File: src/rtl/demux_1_to_2_32bit_reg_pkg.sv
// demux_1_to_2_32bit_reg_pkg: shared widths, select codes and channel state
// encoding for the registered 1-to-2 demux.
package demux_1_to_2_32bit_reg_pkg;
   localparam int DATA_W = 32;
   localparam int CNT_W  = 16;
   localparam logic SEL_A = 1'b0;
   localparam logic SEL_B = 1'b1;
   typedef enum logic {
      EMPTY = 1'b0,
      FULL  = 1'b1
   } ch_state_e;
endpackage

File: src/rtl/demux_out_reg.sv
// demux_out_reg: single-entry valid/ready output register; free means it can
// take a load this cycle (empty, or its word is draining).
module demux_out_reg
   import demux_1_to_2_32bit_reg_pkg::*;
#(
   parameter int W = DATA_W
) (
   input  logic         clk,
   input  logic         rst_n,
   input  logic         load,
   input  logic [W-1:0] load_data,
   input  logic         x_ready,
   output logic         x_valid,
   output logic [W-1:0] x_data,
   output logic         free
);
   ch_state_e    state_q, state_d;
   logic [W-1:0] data_q, data_d;

   always_ff @(posedge clk or negedge rst_n) begin
      if (!rst_n) begin
         state_q <= EMPTY;
         data_q  <= '0;
      end else begin
         state_q <= state_d;
         data_q  <= data_d;
      end
   end

   // Loads only arrive while free, so a load always wins over the drain.
   always_comb begin
      state_d = load ? FULL : (x_ready ? EMPTY : state_q);
      data_d  = load ? load_data : data_q;
   end

   assign x_valid = state_q == FULL;
   assign x_data  = data_q;
   assign free    = state_q == EMPTY || x_ready;
endmodule

File: src/rtl/demux_1_to_2_32bit_reg.sv
// demux_1_to_2_32bit_reg: routes each accepted word to output A or B through
// a registered valid/ready stage, counting words accepted per output.
module demux_1_to_2_32bit_reg #(
   parameter int DATA_W = demux_1_to_2_32bit_reg_pkg::DATA_W,
   parameter int CNT_W  = demux_1_to_2_32bit_reg_pkg::CNT_W
) (
   input  logic              clk,
   input  logic              rst_n,
   input  logic [DATA_W-1:0] in_data,
   input  logic              in_sel,
   input  logic              in_valid,
   output logic              in_ready,
   output logic [DATA_W-1:0] a_data,
   output logic              a_valid,
   input  logic              a_ready,
   output logic [DATA_W-1:0] b_data,
   output logic              b_valid,
   input  logic              b_ready,
   input  logic              cnt_clr,
   output logic [CNT_W-1:0]  a_count,
   output logic [CNT_W-1:0]  b_count
);
   import demux_1_to_2_32bit_reg_pkg::*;

   logic             a_free, b_free, load_a, load_b;
   logic [CNT_W-1:0] a_count_q, a_count_d, b_count_q, b_count_d;

   assign in_ready = (in_sel == SEL_B) ? b_free : a_free;
   assign load_a   = in_valid && in_ready && in_sel == SEL_A;
   assign load_b   = in_valid && in_ready && in_sel == SEL_B;

   demux_out_reg #(.W(DATA_W)) u_a (
      .clk(clk), .rst_n(rst_n), .load(load_a), .load_data(in_data),
      .x_ready(a_ready), .x_valid(a_valid), .x_data(a_data), .free(a_free)
   );

   demux_out_reg #(.W(DATA_W)) u_b (
      .clk(clk), .rst_n(rst_n), .load(load_b), .load_data(in_data),
      .x_ready(b_ready), .x_valid(b_valid), .x_data(b_data), .free(b_free)
   );

   // Clear first, then count, so a same-cycle accept lands as 1.
   always_comb begin
      a_count_d = (cnt_clr ? '0 : a_count_q) + {{(CNT_W-1){1'b0}}, load_a};
      b_count_d = (cnt_clr ? '0 : b_count_q) + {{(CNT_W-1){1'b0}}, load_b};
   end

   always_ff @(posedge clk or negedge rst_n) begin
      if (!rst_n) begin
         a_count_q <= '0;
         b_count_q <= '0;
      end else begin
         a_count_q <= a_count_d;
         b_count_q <= b_count_d;
      end
   end

   assign a_count = a_count_q;
   assign b_count = b_count_q;
endmodule

File: config.mk
export PLATFORM = sky130hd
export DESIGN_NAME = demux_1_to_2_32bit_reg
export DESIGN_NICKNAME = d
export VERILOG_FILES = /design/src/rtl/demux_1_to_2_32bit_reg_pkg.sv /design/src/rtl/demux_out_reg.sv /design/src/rtl/demux_1_to_2_32bit_reg.sv
export SDC_FILE = /design/constraint.sdc
export NUM_CORES = 1
export LEC_CHECK = 0
export BUFFER_PORTS_ARGS = -buffer_cell sky130_fd_sc_hd__buf_2
export CORE_ASPECT_RATIO = 1.75
export CORE_UTILIZATION = 48
export CTS_CLUSTER_SIZE = 25
export DETAILED_ROUTE_END_ITERATION = 8
export PLACE_DENSITY = 0.77
export SLEW_MARGIN = 5
export SYNTH_ARGS = -nofsm -noshare
export SYNTH_HDL_FRONTEND = slang
export SYNTH_HIERARCHICAL = 1
export SYNTH_SLANG_ARGS = --single-unit
export TNS_END_PERCENT = 10
File: constraint.sdc
create_clock -name clk -period 2.8 [get_ports clk]
set_clock_uncertainty 0.05 [all_clocks]
set_input_delay 0 -clock clk [delete_from_list [all_inputs] [get_ports clk]]
set_output_delay 0 -clock clk [all_outputs]
set_load 0.02 [all_outputs]
# Word level (Yosys, flattened, before mapping)
# Cells that the tools add are included.
dict set report op_classes {
  n_reduce_logical 7
  n_addsub 2
  muxes 7
  bitwise_logic 3
}
# operator n
set op_table {}
lappend op_table {{$add A16 B1 Y16} 2}
lappend op_table {{$mux W16} 2}
lappend op_table {{$mux W1} 5}
lappend op_table {{$reduce_bool A2 Y1} 2}
lappend op_table {{$logic_and A1 B1 Y1} 3}
lappend op_table {{$not A1 Y1} 3}
lappend op_table {{$logic_or A1 B1 Y1} 2}
dict set report word_totals {
  wordCells 25
  inputBits 39
  reg_bits 98
  output_inout_bits 99
}

# Depth between registers and ports, before layout
# Gate-level depths: netlist (run 1).
dict set report logic_depth {
  ltp_word 6
  ltp_mapped 8
  mapped_depth_nobuf 8
}

# Hierarchy
# The synthesis (run 1) kept the hierarchy.
# module instances area_per_inst_um2 cells_per_inst
set by_module_without_submodules {}
lappend by_module_without_submodules {demux_out_reg 2 1378.8 71}
lappend by_module_without_submodules {demux_1_to_2_32bit_reg 1 1560.2 155}

# Worst setup path after synthesis (run 1)
# OpenSTA, ideal clock, no wires.
dict set report synth_timing {
  path_type {register -> register}
  from {register u_a.state_q, in the netlist u_a/x_valid}
  to {register a_count_q[15], in the netlist a_count[15]}
  slack_ns 0.848
  synth_period_minus_slack_ns 1.952
  t_arrival_ns 1.823
  path_stages_with_launch 8
  path_cell_list {dfrtp_1 > nand2b_1 > and3b_1 > ha_1 > and2_1 > nand3_2 > or4_1 > a21oi_1}
}
dict set report synth_between {
  elab_chain_cells 6
}
# item line_no
set synth_lines {}
lappend synth_lines {{start: declaration} demux_out_reg.sv:17} ;# ch_state_e state_q, state_d;
lappend synth_lines {{start signal: assignment} demux_out_reg.sv:25} ;# state_q <= state_d;
lappend synth_lines {{$not A1 Y1} demux_out_reg.sv:38} ;# assign free = state_q == EMPTY || x_ready;
lappend synth_lines {{$logic_or A1 B1 Y1} demux_out_reg.sv:38}
lappend synth_lines {{net a_free} demux_1_to_2_32bit_reg.sv:25} ;# logic a_free, b_free, load_a, load_b;
lappend synth_lines {{$mux W1} demux_1_to_2_32bit_reg.sv:28} ;# assign in_ready = (in_sel == SEL_B) ? b_free : a_free;
lappend synth_lines {{$logic_and A1 B1 Y1 (2 in series)} demux_1_to_2_32bit_reg.sv:29} ;# assign load_a = in_valid && in_ready && in_sel == SEL_A;
lappend synth_lines {{net load_a} demux_1_to_2_32bit_reg.sv:25}
lappend synth_lines {{$add A16 B1 Y16} demux_1_to_2_32bit_reg.sv:44} ;# a_count_d = (cnt_clr ? '0 : a_count_q) + {{(CNT_W-1){1'b0}}, load_a};
lappend synth_lines {{net a_count_d[15]} demux_1_to_2_32bit_reg.sv:26} ;# logic [CNT_W-1:0] a_count_q, a_count_d, b_count_q, b_count_d;
lappend synth_lines {{end signal: assignment} demux_1_to_2_32bit_reg.sv:53} ;# a_count_q <= a_count_d;
lappend synth_lines {{end: declaration} demux_1_to_2_32bit_reg.sv:26}
# The timed path passes the listed nets, and every way through them passes these cells.
# A chain may end at the register's enable or synchronous reset.

# Worst setup path in the final report (run 1)
dict set report layout_timing {
  from {register u_b.state_q, in the netlist u_b/x_valid}
  to {register b_count_q[14], in the netlist b_count[14]}
}
dict set report layout_between {
  elab_chain_cells 6
}
# item line_no
set layout_lines {}
lappend layout_lines {{start: declaration} demux_out_reg.sv:17}
lappend layout_lines {{start signal: assignment} demux_out_reg.sv:25}
lappend layout_lines {{$not A1 Y1} demux_out_reg.sv:38}
lappend layout_lines {{$logic_or A1 B1 Y1} demux_out_reg.sv:38}
lappend layout_lines {{net b_free} demux_1_to_2_32bit_reg.sv:25}
lappend layout_lines {{$mux W1} demux_1_to_2_32bit_reg.sv:28}
lappend layout_lines {{$logic_and A1 B1 Y1 (2 in series)} demux_1_to_2_32bit_reg.sv:30} ;# assign load_b = in_valid && in_ready && in_sel == SEL_B;
lappend layout_lines {{net load_b} demux_1_to_2_32bit_reg.sv:25}
lappend layout_lines {{$add A16 B1 Y16} demux_1_to_2_32bit_reg.sv:45} ;# b_count_d = (cnt_clr ? '0 : b_count_q) + {{(CNT_W-1){1'b0}}, load_b};
lappend layout_lines {{net b_count_d[14]} demux_1_to_2_32bit_reg.sv:26}
lappend layout_lines {{end signal: assignment} demux_1_to_2_32bit_reg.sv:54} ;# b_count_q <= b_count_d;
lappend layout_lines {{end: declaration} demux_1_to_2_32bit_reg.sv:26}
# The timed path passes the listed nets, and every way through them passes these cells.

==> results of run 1 <==
==> area by class of cell <==
type                       instances  area (µm²)
clock buffer                      10         229
clock inverter                     6        73.8
fill                             646        3040
inverter                           4        15.0
multi-input combinational        184        1700
sequential                        98        2450
tap                              117         146
timing repair buffer             175        1070
==> timing repair <==
action                                 in CTS  in global routing
hold buffers                               35                  0
setup endpoints to repair                   0                  0
buffers inserted                            0                  0
endpoints found under the hold margin     111                  0
==> metal layers <==
layer	track usage (%)	vias to the layer above
met5	0	-
met4	10.6	0
met2	39.2	100
met3	5.52	25
li1	-	1389
met1	23.5	1537
==> cells by family after synthesis <==
family / Yosys count / share of synthesized area, %
buffers and inverters: 15 / 3.91
DFF: 98 / 56.8
and+or+nand+nor: 82 / 10.2
xor gates and xnor gates: 23 / 4.67
adders and majority gates: 4 / 1.16
AOI/OAI and AO/OA: 10 / 1.27
muxes: 65 / 22.0
==> state kept, by name, indices dropped and copies added (netlist names) <==
name         flops
u_a/x_data      32
u_b/x_data      32
a_count         16
b_count         16
u_a/x_valid      1
u_b/x_valid      1
==> worst max-delay path: cells and delay by family (launching register included) <==
kind,cells,cell delay (ns)
AND/OR/NAND/NOR,5,0.86
adder cells (fa/ha/maj),2,0.44
flip-flops,1,0.38
XOR/XNOR,1,0.16
==> per-stage QoR <==
stage | cell area (µm²) | util (%) | cells | hold slack (ns) | total power [mW]
2_1_floorplan | 4320 | - | 297 | -0.346 | 2.26
3_3_place_gp | 5040 | 57.7 | 543 | -0.0176 | 2.53
3_5_place_dp | 5040 | 57.7 | 543 | -0.0102 | 2.55
4_1_cts | 5690 | 65.2 | 594 | 0.0511 | 3.85
5_1_grt | 5690 | 65.2 | 594 | 0.0882 | 3.97
6_report | 5690 | 65.2 | 594 | 0.0634 | 3.81
==> layout by cell type (no fill, tap or decap), drive strengths merged, types with 2 or more instances in the layout <==
master	instances
a21oi	5
and4	2
buf	140
clkbuf	10
clkinvlp	2
dfrtp	98
dlygate4sd3	35
ha	4
inv	6
mux2	65
nand2	8
nand2b	5
nand3	12
nand4	8
nor2	21
nor2b	6
nor3	6
nor4	5
o21ai	3
o31ai	2
or3	3
or4	2
xnor2	15
xor2	8
==> path summary, 6_finish.rpt <==
check	from	endpoint	slack [ns]	cells past startpoint
hold / removal	in_valid	a_count[0]	0.06	3
setup reg to reg	u_b/x_valid	b_count[14]	0.77	8
hold reg to reg	u_a/x_data[29]	u_a/x_data[29]	0.46	1
max in group asynchronous	rst_n	u_a/x_data[3]	1.85	3
setup / recovery	u_b/x_valid	b_count[14]	0.77	8
min in group asynchronous	rst_n	a_count[5]	0.16	2
==> where the power goes <==
group	switching, mW	internal (mW)	total (mW)
clock network	0.539	0.704	1.24
registers	0.106	1.60	1.70
logic	0.453	0.415	0.868
total	1.10	2.71	3.81
==> flow_metrics.tcl, run 1 <==
set metrics [dict create \
    post-route-min-period_ns 2.03 \
    place_ws_ns 0.804 \
    final_antenna_net_count 0 \
    die_area_um2 9390 \
    ys_warn_count 6 \
    synth_fp_nets 340 \
    syn_area_um2 4320 \
    ys_seq_elements 98 \
    die_h_um 127 \
    netlist_top_cells_count "dfrtp_1 (98), mux2_4 (58), nor2_1 (21), xnor2_1 (15), nand3_1 (10)" \
    ctsHtreeMaxLevel 3 \
    worstPathRequired_ns 2.95 \
    die_w_um 73.7 \
    power_leakage_nw 2.77 \
    vias 3051 \
    final_max_slew_viol_count 0 \
    crit_arrival_ns 2.18 \
    clk_pin_slew_ns 0.07 \
    max-cap-violations 0 \
    synthCells 297 \
    grt.overflow.total 0 \
    globalplace.congestion 0.843 \
    std_cell_rows 45 \
    grt_pass1_wl_um 15500 \
    ys_seq_area_share_pct 56.8 \
    grt_start_max_net_pins 54 \
    setup_viol 0 \
    clockBufferDepth 2 \
    status "completed" \
    relSlewSlack_pct 58.2 \
    wl_met3_um 457 \
    max_freq_mhz 493 \
    crit_slowest_cell "dfrtp_1" \
    totalWireLength_um 9750 \
    grt_usage_pct 22.0 \
    crit_path_max_incr_delay_ns 0.38 \
    io_buffers 137 \
    start_kind "register" \
    worstPathMaxFanout 5 \
    vdd_drop_max_mv 0.446 \
    synth_top_area_cell "dfrtp_1" \
    start_util_pct 49.5 \
    n_antenna_cell 0 \
    grt_pass1_vias 3246 \
    yosysMostFrequentCell "dfrtp_1" \
    synth_area_per_cell_um2 14.5 \
    synth_async_sr_flop_share_pct 100 \
    pin_count 138 \
    synth_ff_type "dfrtp_1" \
    topRoutingLayerUsed "met4" \
    layout-drive-gt1-share_pct 47.2 \
    clock_latency_ns 0.34 \
    areaGrowthSynthToFinish_pct 31.8 \
    numClockSinks 98 \
    pwr_density_cell_nw_per_um2 670 \
    cts_root_buffer "clkbuf_16" \
    crit_top_cell "ha_1" \
    first_iter_violations 138 \
    synth_edf_count 0 \
    hold_violations 0 \
    rsz0062_at_grt "no" \
    worstMarginPinSlew_ns 0.627 \
    min_path_type "input pin to register" \
    viasPerCell 5.14 \
    synth_top_area_share_pct 56.8 \
    nNetsFinal 515 \
    antenna_found_initial 0 \
    setup-tns-final_ns 0 \
    drtPass1Iterations 4 \
    tritoncts "yes" \
    worstSetupPathType "register to register" \
    yosysUniqueCellTypes 30 \
    coreArea_um2 8730 \
    cp-end-kind "register" \
    wirelength_met1_um 3620 \
    drc 0 \
    timing.final.ws_setup_ns 0.772 \
    wl_met2_um 5380 \
    post_cts_resized 0 \
    crit_chain "nand2b_1, and3_2, ha_1, ha_1, nand4_1, nor4_1, xnor2_1, nor2_1" \
    numCtsBuffers 9 \
    drt-wirelength-per-cell_um 16.4 \
    synth.area.top_cells "dfrtp_1 (57%), mux2_4 (20%), xnor2_1 (3.0%), buf_12 (2.8%), mux2_2 (1.8%)" \
    period_share_pct 72.4 \
    place.detailed.hpwl_um 6440 \
]
(Power assumes the default switching activity.)
==> inputs of run 2 (changes only) <==
==> constraint.sdc (replaced) <==
create_clock -name clk -period 1.9 [get_ports clk]
set_clock_uncertainty 0.05 [all_clocks]
set_input_delay 0 -clock clk [delete_from_list [all_inputs] [get_ports clk]]
set_output_delay 0 -clock clk [all_outputs]
set_load 0.02 [all_outputs]
==> run 2 against run 1 <==
Against the previous run: die area did not move; cell area rose by 2.4%; fmax rose by 6.8%; worst hold slack got worse by 0.019 ns; sequential cell count did not move; sequential share of layout area fell by 1.0 points; via count rose by 0.49%; core utilization rose by 1.6 points; critical path type unchanged; final cell count rose by 1.9%; critical path depth fell by 1; first-iteration DRC count rose by 28%; highest routed layer unchanged.
==> flow_metrics.tcl, run 2 (synthesized netlist as in run 1, its figures left out) <==
set metrics [dict create \
    post-route-min-period_ns 1.90 \
    final_max_slew_viol_count 0 \
    rsz0062_at_grt "yes" \
    drt-wirelength-per-cell_um 16.4 \
    power_leakage_nw 2.84 \
    setup-tns-final_ns 0 \
    r2r-start "u_a/x_valid" \
    hold_slack_ns 0.0447 \
    hp-start "in_valid" \
    hold_depth 3 \
    grt.overflow.total 0 \
    setup_viol 0 \
    clk_pin_slew_ns 0.07 \
    die_h_um 127 \
    nNetsFinal 526 \
    place.detailed.hpwl_um 6570 \
    rr_worst_depth 7 \
    die_w_um 73.7 \
    grt_pass1_wl_um 15600 \
    vias 3066 \
    final_cell_mix "buf_2 (136), dfrtp_1 (97), mux2_4 (58), dlygate4sd3_1 (36), nor2_1 (21)" \
    hold_violations 0 \
    clock_latency_ns 0.34 \
    grt_usage_pct 22.2 \
    layout_commonest_cell "buf_2" \
    io_buffers 137 \
    std_cell_rows 45 \
    crit_arrival_ns 2.11 \
    vdd_drop_max_mv 0.742 \
    drtPass1Iterations 4 \
    cp-end-kind "register" \
    grt_start_max_net_pins 54 \
    regToRegSetupSlack_ns 0.002 \
    max_freq_mhz 527 \
    first_iter_violations 176 \
    pwr_density_cell_nw_per_um2 944 \
    worstPathRequired_ns 2.11 \
    numCtsBuffers 9 \
    layout-drive-gt1-share_pct 50.6 \
    min_to "b_count[0]" \
    areaGrowthSynthToFinish_pct 35.0 \
    clockBufferDepth 2 \
    globalplace.congestion 0.863 \
    worstSetupPathType "register to register" \
    cts_root_buffer "clkbuf_16" \
    worstMarginPinSlew_ns 0.627 \
    numClockSinks 98 \
    grt_pass1_vias 3197 \
    min_path_type "input pin to register" \
    start_kind "register" \
    status "completed" \
    r2r-end "a_count[15]" \
    viasPerCell 5.07 \
    final_antenna_net_count 0 \
    antenna_found_initial 0 \
    ctsHtreeMaxLevel 3 \
    drc 0 \
    relSlewSlack_pct 58.2 \
    tritoncts "yes" \
    die_area_um2 9390 \
    period_share_pct 99.9 \
    coreArea_um2 8730 \
    max-cap-violations 0 \
    pin_count 138 \
    n_antenna_cell 0 \
    worstPathMaxFanout 4 \
    start_util_pct 49.5 \
    totalWireLength_um 9910 \
]
run 2: cell count changes in the layout (fill, tap and decap cells not counted), moves of 2 or more:
cell	delta
nor3_1	-2
nor4_1	-4
nor4_2	+2
buf_4	+10
nor4_4	+2
nor3_2	+2
clkinv_2	+2
run 2: power by group:
part | total [mW] | switching, mW | leakage, nW | internal, mW
Clock | 1.70 | 0.779 | 0.131 | 0.923
Sequential | 2.50 | 0.151 | 1.22 | 2.35
Combinational | 1.30 | 0.679 | 1.49 | 0.620
Total | 5.50 | 1.61 | 2.84 | 3.89
run 2: cell type report:
class                   instances  area [µm²]
fillers                       631        2900
flip-flops and latches         98        2450
multi-input cells             184        1770
repair buffers                186        1160
clock buffers                  10         239
well taps                     117         146
clock inverters                 6        41.3
inverters                       4        15.0
run 2: worst max path at each step:
stage / from / to / depth (start not counted)
2_1_floorplan: u_b/x_valid / b_count[12] / 8
3_3_place_gp: u_a/x_valid / a_count[15] / 7
3_5_place_dp: u_a/x_valid / a_count[15] / 7
4_1_cts: u_b/x_valid / b_count[14] / 8
5_1_grt: u_a/x_valid / a_count[15] / 7
6_report: u_a/x_valid / a_count[15] / 7
run 2: critical path: stages, from the launching register on:
cell and delay (ns):
dfrtp_2 0.40, nand2b_1 0.08, and3b_2 0.24, ha_4 0.16, and2_4 0.15, nand3_2 0.11, or4_4 0.50, a21oi_2 0.14
run 2: stage by stage:
step	power [mW]	util, %	worst slack [ns]	area, µm²	cells
6_report	5.50	66.8	0.00205	5830	605
5_1_grt	5.73	66.8	-0.0794	5830	605
4_1_cts	5.54	66.1	0.00437	5770	604
3_5_place_dp	3.77	58.5	-0.0478	5110	552
3_3_place_gp	3.73	58.5	0.0585	5110	552
2_1_floorplan	3.33	-	-0.0253	4320	297
run 2: routing by layer:
metal	vias to the layer above	routed length [µm]	track usage (%)
met5	-	0	0
met4	0	379	14.6
met3	29	338	3.71
met2	101	5370	37.2
met1	1533	3820	25.4
li1	1403	-	-
run 2: what timing repair did:
action | in CTS | in global routing
resized for setup | 4 | 8
hold buffers | 36 | 0
endpoints found under the hold margin | 115 | 0
setup endpoints to repair | 2 | 15
setup buffers | 0 | 1
gates cloned | 0 | 0
pin swaps | 2 | 1
==> inputs of run 3 (changes only) <==
--- a/config.mk
+++ b/config.mk
@@ -5,9 +5,10 @@
 export SDC_FILE = /design/constraint.sdc
 export NUM_CORES = 1
 export LEC_CHECK = 0
+export ABC_AREA = 0
 export BUFFER_PORTS_ARGS = -buffer_cell sky130_fd_sc_hd__buf_2
 export CORE_ASPECT_RATIO = 1.75
-export CORE_UTILIZATION = 48
+export CORE_UTILIZATION = 46
 export CTS_CLUSTER_SIZE = 25
 export DETAILED_ROUTE_END_ITERATION = 8
 export PLACE_DENSITY = 0.77
==> constraint.sdc (replaced) <==
create_clock -name clk -period 1.6 [get_ports clk]
set_clock_uncertainty 0.05 [all_clocks]
set_input_delay 0 -clock clk [delete_from_list [all_inputs] [get_ports clk]]
set_output_delay 0 -clock clk [all_outputs]
set_load 0.02 [all_outputs]
==> run 3 against run 2 <==
Against the previous run: clock power up 26%; combinational power up 24%; worst setup slack worse by 0.19 ns; worst hold slack better by 0.036 ns; die area up 4.3%; final cell count up 5.0%; non-clock buffer count up 28; sequential cell count unchanged; register-to-register slack worse by 0.19 ns; critical path type unchanged; the flow now finishes with violations (negative setup slack); power up 23%; critical path depth up 2; global-route usage up 0.29 points.
==> flow_metrics.tcl, run 3 (synthesized netlist as in run 1, its figures left out) <==
set metrics [dict create \
    status "finished with violations" \
    violations "negative setup slack" \
    relSlewSlack_pct 64.1 \
    grt_pass1_vias 3307 \
    r2r-start "u_b/x_valid" \
    nNetsFinal 554 \
    rsz0062_at_grt "yes" \
    layout-drive-gt1-share_pct 57.5 \
    final_max_slew_viol_count 0 \
    max-cap-violations 0 \
    hold_violations 0 \
    total_power_mw 6.74 \
    vias 3205 \
    setup_viol 25 \
    regToRegSetupSlack_ns -0.19 \
    worstPathMaxFanout 5 \
    fin_cells 635 \
    hold_slack_ns 0.0804 \
    vdd_drop_max_mv 0.673 \
    worstMarginPinSlew_ns 0.539 \
    crit_buf_inv 1 \
    drt-wirelength-per-cell_um 16.7 \
    min_path_type "input pin to register" \
    drc 0 \
    grt_start_max_net_pins 99 \
    final_cell_mix "buf_2 (136), dfrtp_1 (96), mux2_4 (63), buf_4 (40), dlygate4sd3_1 (33)" \
    r2r-end "b_count[12]" \
    period_share_pct 112 \
    crit_path_max_incr_delay_ns 0.40 \
    grt.overflow.total 0 \
    std_cell_rows 46 \
    timing.final.ws_setup_ns -0.189 \
    start_kind "register" \
    crit_slowest_cell "dfrtp_2" \
    clock_latency_ns 0.34 \
    place_ws_ns -0.283 \
    n_antenna_cell 0 \
    antenna_found_initial 0 \
    areaGrowthSynthToFinish_pct 45.5 \
    totalWireLength_um 10600 \
    crit_arrival_ns 1.96 \
    viasPerCell 5.05 \
    place_area_um2 5330 \
    worstPathRequired_ns 1.77 \
    coreArea_um2 9090 \
    min_to "b_count[0]" \
    critPathTopFamily "simple AND/OR/NAND/NOR gates" \
    die_h_um 130 \
    die_w_um 75.2 \
    first_iter_violations 133 \
    cts_root_buffer "clkbuf_16" \
    hp-start "in_valid" \
    postLayoutCellArea_um2 6280 \
    crit_top_cell "ha_4" \
    place.detailed.hpwl_um 6720 \
    crit_chain "nand2b_1, and3_4, ha_4, ha_4, nand4_1, buf_6, nor4_4, xnor2_1, nor2_1" \
    rr_worst_depth 9 \
    power_leakage_nw 3.07 \
    worstSetupPathType "register to register" \
    clk_pin_slew_ns 0.06 \
    tritoncts "yes" \
    post-route-min-period_ns 1.79 \
    ctsHtreeMaxLevel 3 \
    pwr_density_cell_nw_per_um2 1070 \
    hold_depth 3 \
    dp.cells 576 \
    drtPass1Iterations 4 \
    pin_count 138 \
    grt_usage_pct 22.5 \
    cp-end-kind "register" \
    numClockSinks 98 \
    final_antenna_net_count 0 \
    globalplace.congestion 0.835 \
    numCtsBuffers 9 \
    io_buffers 137 \
    max_freq_mhz 559 \
    layout_commonest_cell "buf_2" \
    die_area_um2 9790 \
    clockBufferDepth 2 \
    start_util_pct 47.5 \
    grt_pass1_wl_um 16300 \
]
[run 3: cell count changes in the layout (fill, tap and decap cells not counted), moves of 3 or more]
| cell | before | now |
|---|---|---|
| buf_4 | 13 | 40 |
| mux2_2 | 7 | 2 |
| mux2_4 | 58 | 63 |
| nand2_1 | 8 | 4 |
| nand2_2 | 0 | 4 |
| dlygate4sd3_1 | 36 | 33 |
| ha_1 | 3 | 0 |
| ha_4 | 1 | 4 |
| nor3_1 | 4 | 1 |
[run 3: how the worst max path moves through the flow]
stage / startpoint / cells past startpoint / slack (ns) / end
finish: u_b/x_valid / 9 / -0.19 / b_count[12]
global route: u_a/x_valid / 8 / -0.27 / a_count[15]
CTS: u_a/x_valid / 7 / -0.17 / a_count[15]
detailed placement: u_a/x_valid / 7 / -0.28 / a_count[15]
global placement: u_a/x_valid / 7 / -0.23 / a_count[15]
floorplan: u_a/x_valid / 7 / -0.31 / a_count[15]
[run 3: where the power goes]
part	internal, mW	switching, mW	leakage [nW]
registers	2.79	0.183	1.22
clock network	1.25	0.908	0.134
logic	0.789	0.823	1.71
[run 3: worst reg2reg max path, delay by kind of cell (launching register included)]
kind / cells / cell delay (ns)
xor gates and xnor gates: 1 / 0.14
buffers and inverters: 1 / 0.16
adders and majority gates: 2 / 0.31
DFF: 1 / 0.40
and+or+nand+nor: 5 / 0.61
[run 3: area by class of cell]
class	instances	area, µm²
inverter	4	15.0
clock inverter	4	52.6
tap	120	150
fill	651	2810
multi-input combinational	184	1950
timing repair buffer	214	1420
clock buffer	11	243
sequential	98	2450
[run 3: metal layers]
layer	part of all wire [%]	track usage [%]
met1	38	25.7
met2	56	39.6
met5	0	0
met4	2.3	9.15
met3	3.5	5.17
[run 3: repair_timing]
item,CTS,global route
setup buffers,8,3
hold buffers,33,0
hold endpoints to repair,162,0
gates resized for setup,35,13
setup endpoints to repair,74,81
pin swaps,10,9
[run 3: stage by stage]
| stage | util [%] | setup TNS (ns) |
|---|---|---|
| 6_report | 69.1 | -2.13 |
| 5_1_grt | 69.1 | -6.43 |
| 4_1_cts | 68.1 | -1.78 |
| 3_5_place_dp | 58.6 | -8.08 |
| 3_3_place_gp | 58.6 | -5.83 |
| 2_1_floorplan | - | -2.32 |
